==> src/rtl/pll_ctrl_pkg.sv <==
// Shared types and helpers for the Gowin PLL dynamic-divider controller.
package pll_ctrl_pkg;

  localparam int unsigned DIV_W = 6;

  typedef enum logic [1:0] {
    RST_HOLD,
    WAIT_LOCK,
    READY,
    FAIL
  } state_t;

  // The PLL FBDSEL/IDSEL pins take the bitwise inverse of the select value.
  function automatic logic [DIV_W-1:0] div_code(input logic [DIV_W-1:0] sel);
    return ~sel;
  endfunction

endpackage

==> src/rtl/pll_lock_sync.sv <==
// Brings the asynchronous PLL LOCK into the clkin domain and qualifies it:
// lock_stable_o rises once lock_s has been high for LOCK_STABLE consecutive
// counting cycles.
module pll_lock_sync #(
  parameter int unsigned CNT_W       = 16,
  parameter int unsigned LOCK_STABLE = 64
) (
  input  logic clk_i,
  input  logic rst_i,
  input  logic lock_i,
  input  logic clr_i,
  output logic lock_s_o,
  output logic lock_stable_o
);

  logic             meta_q;
  logic             sync_q;
  logic [CNT_W-1:0] stab_q;
  logic             stable_q;

  // Two-flop synchronizer, stability counter and registered stable flag.
  always_ff @(posedge clk_i) begin
    if (rst_i) begin
      meta_q   <= 1'b0;
      sync_q   <= 1'b0;
      stab_q   <= '0;
      stable_q <= 1'b0;
    end else begin
      meta_q <= lock_i;
      sync_q <= meta_q;
      if (clr_i || !sync_q) begin
        stab_q <= '0;
      end else if (stab_q != CNT_W'(LOCK_STABLE)) begin
        stab_q <= stab_q + CNT_W'(1);
      end
      stable_q <= !clr_i && (stab_q == CNT_W'(LOCK_STABLE));
    end
  end

  assign lock_s_o      = sync_q;
  assign lock_stable_o = stable_q;

endmodule

==> src/rtl/pll_dyn_div_ctrl.sv <==
// Dynamic divider sequencer for a Gowin PLLVR/rPLL: applies new FBDSEL/IDSEL
// codes, pulses PLL reset, then waits for a stable lock or a timeout.
module pll_dyn_div_ctrl
  import pll_ctrl_pkg::*;
#(
  parameter int unsigned RESET_CYCLES = 16,
  parameter int unsigned LOCK_STABLE  = 64,
  parameter int unsigned LOCK_TIMEOUT = 65535,
  parameter int unsigned CNT_W        = 16,
  parameter int unsigned FBDIV_INIT   = 12,
  parameter int unsigned IDIV_INIT    = 5
) (
  input  logic             clkin,
  input  logic             reset,
  input  logic             req_valid,
  output logic             req_ready,
  input  logic [DIV_W-1:0] req_fbdiv,
  input  logic [DIV_W-1:0] req_idiv,
  output logic [DIV_W-1:0] fdiv,
  output logic [DIV_W-1:0] idiv,
  output logic             pll_reset,
  input  logic             lock_i,
  output logic             locked,
  output logic             busy,
  output logic             done,
  output logic             err,
  output logic             lost
);

  state_t           state_q, state_d;
  logic [CNT_W-1:0] cnt_q, cnt_d;
  logic [DIV_W-1:0] fdiv_q, fdiv_d;
  logic [DIV_W-1:0] idiv_q, idiv_d;
  logic             done_q, done_d;
  logic             err_q, err_d;
  logic             lost_q, lost_d;
  logic             lock_s;
  logic             lock_stable;
  logic             accept;

  pll_lock_sync #(
    .CNT_W      (CNT_W),
    .LOCK_STABLE(LOCK_STABLE)
  ) u_lock_sync (
    .clk_i        (clkin),
    .rst_i        (reset),
    .lock_i       (lock_i),
    .clr_i        (state_q != WAIT_LOCK),
    .lock_s_o     (lock_s),
    .lock_stable_o(lock_stable)
  );

  // Level outputs are pure functions of the registered state.
  assign pll_reset = (state_q == RST_HOLD);
  assign busy      = (state_q == RST_HOLD) || (state_q == WAIT_LOCK);
  assign req_ready = (state_q == READY) || (state_q == FAIL);
  assign locked    = (state_q == READY);
  assign accept    = req_valid && req_ready;

  assign fdiv = fdiv_q;
  assign idiv = idiv_q;
  assign done = done_q;
  assign err  = err_q;
  assign lost = lost_q;

  // State register plus registered divider codes and event pulses.
  always_ff @(posedge clkin) begin
    if (reset) begin
      state_q <= RST_HOLD;
      cnt_q   <= '0;
      fdiv_q  <= div_code(DIV_W'(FBDIV_INIT));
      idiv_q  <= div_code(DIV_W'(IDIV_INIT));
      done_q  <= 1'b0;
      err_q   <= 1'b0;
      lost_q  <= 1'b0;
    end else begin
      state_q <= state_d;
      cnt_q   <= cnt_d;
      fdiv_q  <= fdiv_d;
      idiv_q  <= idiv_d;
      done_q  <= done_d;
      err_q   <= err_d;
      lost_q  <= lost_d;
    end
  end

  // Next-state logic; one counter is shared by the reset hold and the timeout.
  always_comb begin
    state_d = state_q;
    cnt_d   = cnt_q;
    fdiv_d  = fdiv_q;
    idiv_d  = idiv_q;
    done_d  = 1'b0;
    err_d   = 1'b0;
    lost_d  = 1'b0;
    unique case (state_q)
      RST_HOLD: begin
        if (cnt_q == CNT_W'(RESET_CYCLES - 1)) begin
          cnt_d   = '0;
          state_d = WAIT_LOCK;
        end else begin
          cnt_d = cnt_q + CNT_W'(1);
        end
      end
      WAIT_LOCK: begin
        // Lock is tested first so it wins a tie with the timeout.
        if (lock_stable) begin
          cnt_d   = '0;
          state_d = READY;
          done_d  = 1'b1;
        end else if (cnt_q == CNT_W'(LOCK_TIMEOUT - 1)) begin
          cnt_d   = '0;
          state_d = FAIL;
          err_d   = 1'b1;
        end else begin
          cnt_d = cnt_q + CNT_W'(1);
        end
      end
      READY: begin
        // A request arriving with lock loss is taken and masks the lost pulse.
        if (!accept && !lock_s) begin
          cnt_d   = '0;
          state_d = RST_HOLD;
          lost_d  = 1'b1;
        end
      end
      FAIL: begin
      end
      default: begin
        state_d = RST_HOLD;
        cnt_d   = '0;
      end
    endcase
    if (accept) begin
      fdiv_d  = div_code(req_fbdiv);
      idiv_d  = div_code(req_idiv);
      cnt_d   = '0;
      state_d = RST_HOLD;
    end
  end

endmodule
==> config.mk <==
export PLATFORM = sky130hd
export DESIGN_NAME = pll_dyn_div_ctrl
export DESIGN_NICKNAME = d
export VERILOG_FILES = /design/src/rtl/pll_ctrl_pkg.sv /design/src/rtl/pll_lock_sync.sv /design/src/rtl/pll_dyn_div_ctrl.sv
export SDC_FILE = /design/constraint.sdc
export NUM_CORES = 1
export LEC_CHECK = 0
export BUFFER_PORTS_ARGS = -buffer_cell sky130_fd_sc_hd__buf_2
export CAP_MARGIN = 15
export CORE_MARGIN = 8
export CORE_UTILIZATION = 56
export CTS_CLUSTER_DIAMETER = 50
export DETAILED_ROUTE_END_ITERATION = 6
export PLACE_DENSITY = 0.75
export SETUP_SLACK_MARGIN = 0.1
export SLEW_MARGIN = 0
export SYNTH_ARGS = -nofsm -noshare
export SYNTH_HDL_FRONTEND = slang
export SYNTH_SLANG_ARGS = --single-unit
==> constraint.sdc <==
create_clock -name clkin -period 2.2 [get_ports clkin]
set_clock_uncertainty 0.15 [all_clocks]
set_input_delay 0.33 -clock clkin [delete_from_list [all_inputs] [get_ports clkin]]
set_output_delay 0.33 -clock clkin [all_outputs]
set_load 0.01 [all_outputs]
==> run_results.csv <==
group,metric,value,unit
drt,vias,1811,
yosys,syn_avg_cell_area,9.434,um2
timing,fin_crit,2.014,ns
layout,drive_above_1_share,24.40,%
floorplan,floorplan.initialDensity,58.49,%
timing,setup_slack,0.1861,ns
layout,fin_nets,315,
floorplan,ios,35,
drt,wire_per_inst,13.29,um
setup_path,cp_max_fo,7,
flow_run,cap_violations,0,
drt,postRouteAntennaNets,0,
place,place_ws,0.1365,ns
clock_network,hold_buffers,0,
drt,drt-total-wl,4.532,mm
drt,drc_errors,0,
clock_network,cts.sinks,52,
place,port_buffers,34,
timing,tightestPinTransition,0.6147,ns
floorplan,design.core.area,4000,um2
yosys,ys_seq_elements,52,
clock_network,cts_inserted_buffers,5,
power,p_leak,1.017,nW
floorplan,die_h,80.64,um
layout,fillCellCount,344,
layout,layout_common_cells,"nor2_1 (49), dfxtp_1 (49), buf_2 (34)",
outcome,status,"completed",
layout,final_cell_area,2734,um2
timing,fmax,0.4965,GHz
timing,setup-tns-final,0,ns
clock_network,cts_setup_buffers,0,
clock_network,clockBufferDepth,2,
power,finalPower,1.705,mW
grt,track_usage,14.99,%
grt,grt_antenna_before_repair,0,
setup_path,criticalPathCategory,"flip-flop to flip-flop",
power,p_per_area,623.7,nW/um2
yosys,syn-instance-count,248,
drt,drt_iter0_drc,113,
layout,final_core_util,68.35,%
drt,viasPerCell,5.311,
setup_path,cp.arrival,2.11,ns
yosys,ys_types,44,
layout,syn2layout_area_growth,16.84,%
min_path,hold_class,"primary input to flip-flop",
floorplan,dieWidth,80.64,um
power,irDropWorstVdd,0.4861,mV
clock_network,root_buffer,"clkbuf_8",
clock_network,clk_latency,0.31,ns
setup_path,cp_data_required_time,2.30,ns
setup_path,critPathLaunchType,"flip-flop",
clock_network,cts_tree,"done",
timing,finalHoldViolCount,0,
clock_network,h-tree-depth,2,
yosys,yosysWarnings,0,
grt,grt_max_degree,19,
floorplan,dieArea,6503,um2
place,dp.cells,333,
drt,dr.pass1.iters,4,
setup_path,worstSetupEndpointType,"flip-flop",
clock_network,path_clk_slew,0.09,ns
grt,gr-total-overflow,0,
layout,fin_cells,341,
timing,post-route-period-util,91.54,%
layout,diodes,0,
grt,grt_pass1_wl,7.762,mm
place,hpwl,3.332,mm
grt,grt_pass1_vias,1725,
place,place_area,2582,um2
timing,timing.hold.ws,0.03173,ns
yosys,seq_area_frac_synth,44.49,%
yosys,syn_area,2340,um2
timing,rsz0062_at_grt,"true",
yosys,synth_fp_nets,273,
place,routabilityCongestion,0.8225,
floorplan,std_cell_rows,23,
timing,drv_slew,0,
timing,relSlewSlack,58.89,%
timing,finalSetupViolCount,0,
[metal layers]
layer	global-route usage [%]	up-vias	part of all wire [%]	wire length [um]
met4	7.636	0	1.9	87
met1	18.72	822	47	2144
met2	22.37	40	44	1975
li1	-	942	-	-
met5	0	-	0	0
met3	4.911	7	7.2	325
[where the power goes]
part / switching (mW) / leakage, nW / internal (mW)
Combinational: 0.0225 / 0.532 / 0.0238
Clock: 0.302 / 0.0645 / 0.401
Sequential: 0.00816 / 0.421 / 0.947
[layout make-up]
type                       instances  area, um2  share of cell area, %
sequential                        52       1045                  38.22
clock inverter                     1      30.03                  1.098
inverter                           7      26.28                 0.9611
tap                               50      62.56                  2.288
timing repair buffer              41      222.7                  8.146
multi-input combinational        183       1251                  45.77
clock buffer                       7      96.34                  3.524
[path summary, 6_finish.rpt]
check                                       endpoint  cells after the start  slack (ns)               start
worst max register to register            state_q[0]                      6        0.19            cnt_q[0]
worst min register to register  u_lock_sync.lock_s_o                      1        0.29  u_lock_sync.meta_q
worst max-delay path                      state_q[0]                      6        0.19            cnt_q[0]
worst min-delay path                         idiv[2]                      2        0.03         req_idiv[2]
[flip-flops by register name, indices dropped and copies added, names as in the netlist]
name,count
cnt_q,16
u_lock_sync.lock_stable_o,1
idiv,6
u_lock_sync.meta_q,1
state_q,2
fdiv,6
done,1
u_lock_sync.stab_q,16
lost,1
err,1
u_lock_sync.lock_s_o,1
[timing repair]
action / CTS / global route
cloned: 0 / 0
endpoints found under the setup margin: 2 / 26
gates resized for setup: 3 / 6
pin swaps: 0 / 1
[cells in the mapped netlist, drive strengths merged]
master	instances	area [um2]
nand3	12	72.57
and2	3	21.27
and3	3	20.02
clkbuf	2	7.510
nand4	9	56.30
and4	6	55.05
and2b	1	8.760
a211oi	5	37.54
inv	7	26.28
nand2b	1	6.260
nor2	51	207.7
o221a	1	11.26
nor2b	2	12.51
o221ai	1	26.28
o311a	1	10.01
mux2i	2	20.02
nor4b	2	17.52
nand2	14	52.55
dfxtp	52	1041
xor2	19	166.4
nor4bb	2	20.02
or2	2	12.51
nor3b	1	7.510
a21oi	2	10.01
or3	2	13.77
nand3b	1	7.510
o21a	1	7.510
ha	9	112.6
o21ai	1	5.000
mux2	1	11.26
buf	4	35.03
xnor2	9	78.83
a211o	9	78.83
nor4	6	37.54
nor3	4	25.02
[critical path: stages, from the launching register on]
cell     delay (ns)
dfxtp_2        0.40
ha_2           0.23
nor3b_1        0.20
nand4_1        0.21
a211o_1        0.35
nor2_2         0.18
o221a_2        0.22
[cell families after synthesis]
kind of cell,after synthesis,synth area share [%]
buffers and inverters,13,2.941
xor gates and xnor gates,28,10.48
and+or+nand+nor,122,27.97
DFF,52,44.49
muxes,3,1.337
AOI/OAI and AO/OA,21,7.968
adders and majority gates,9,4.813
No activity file was read; power rests on OpenSTA's default activity.
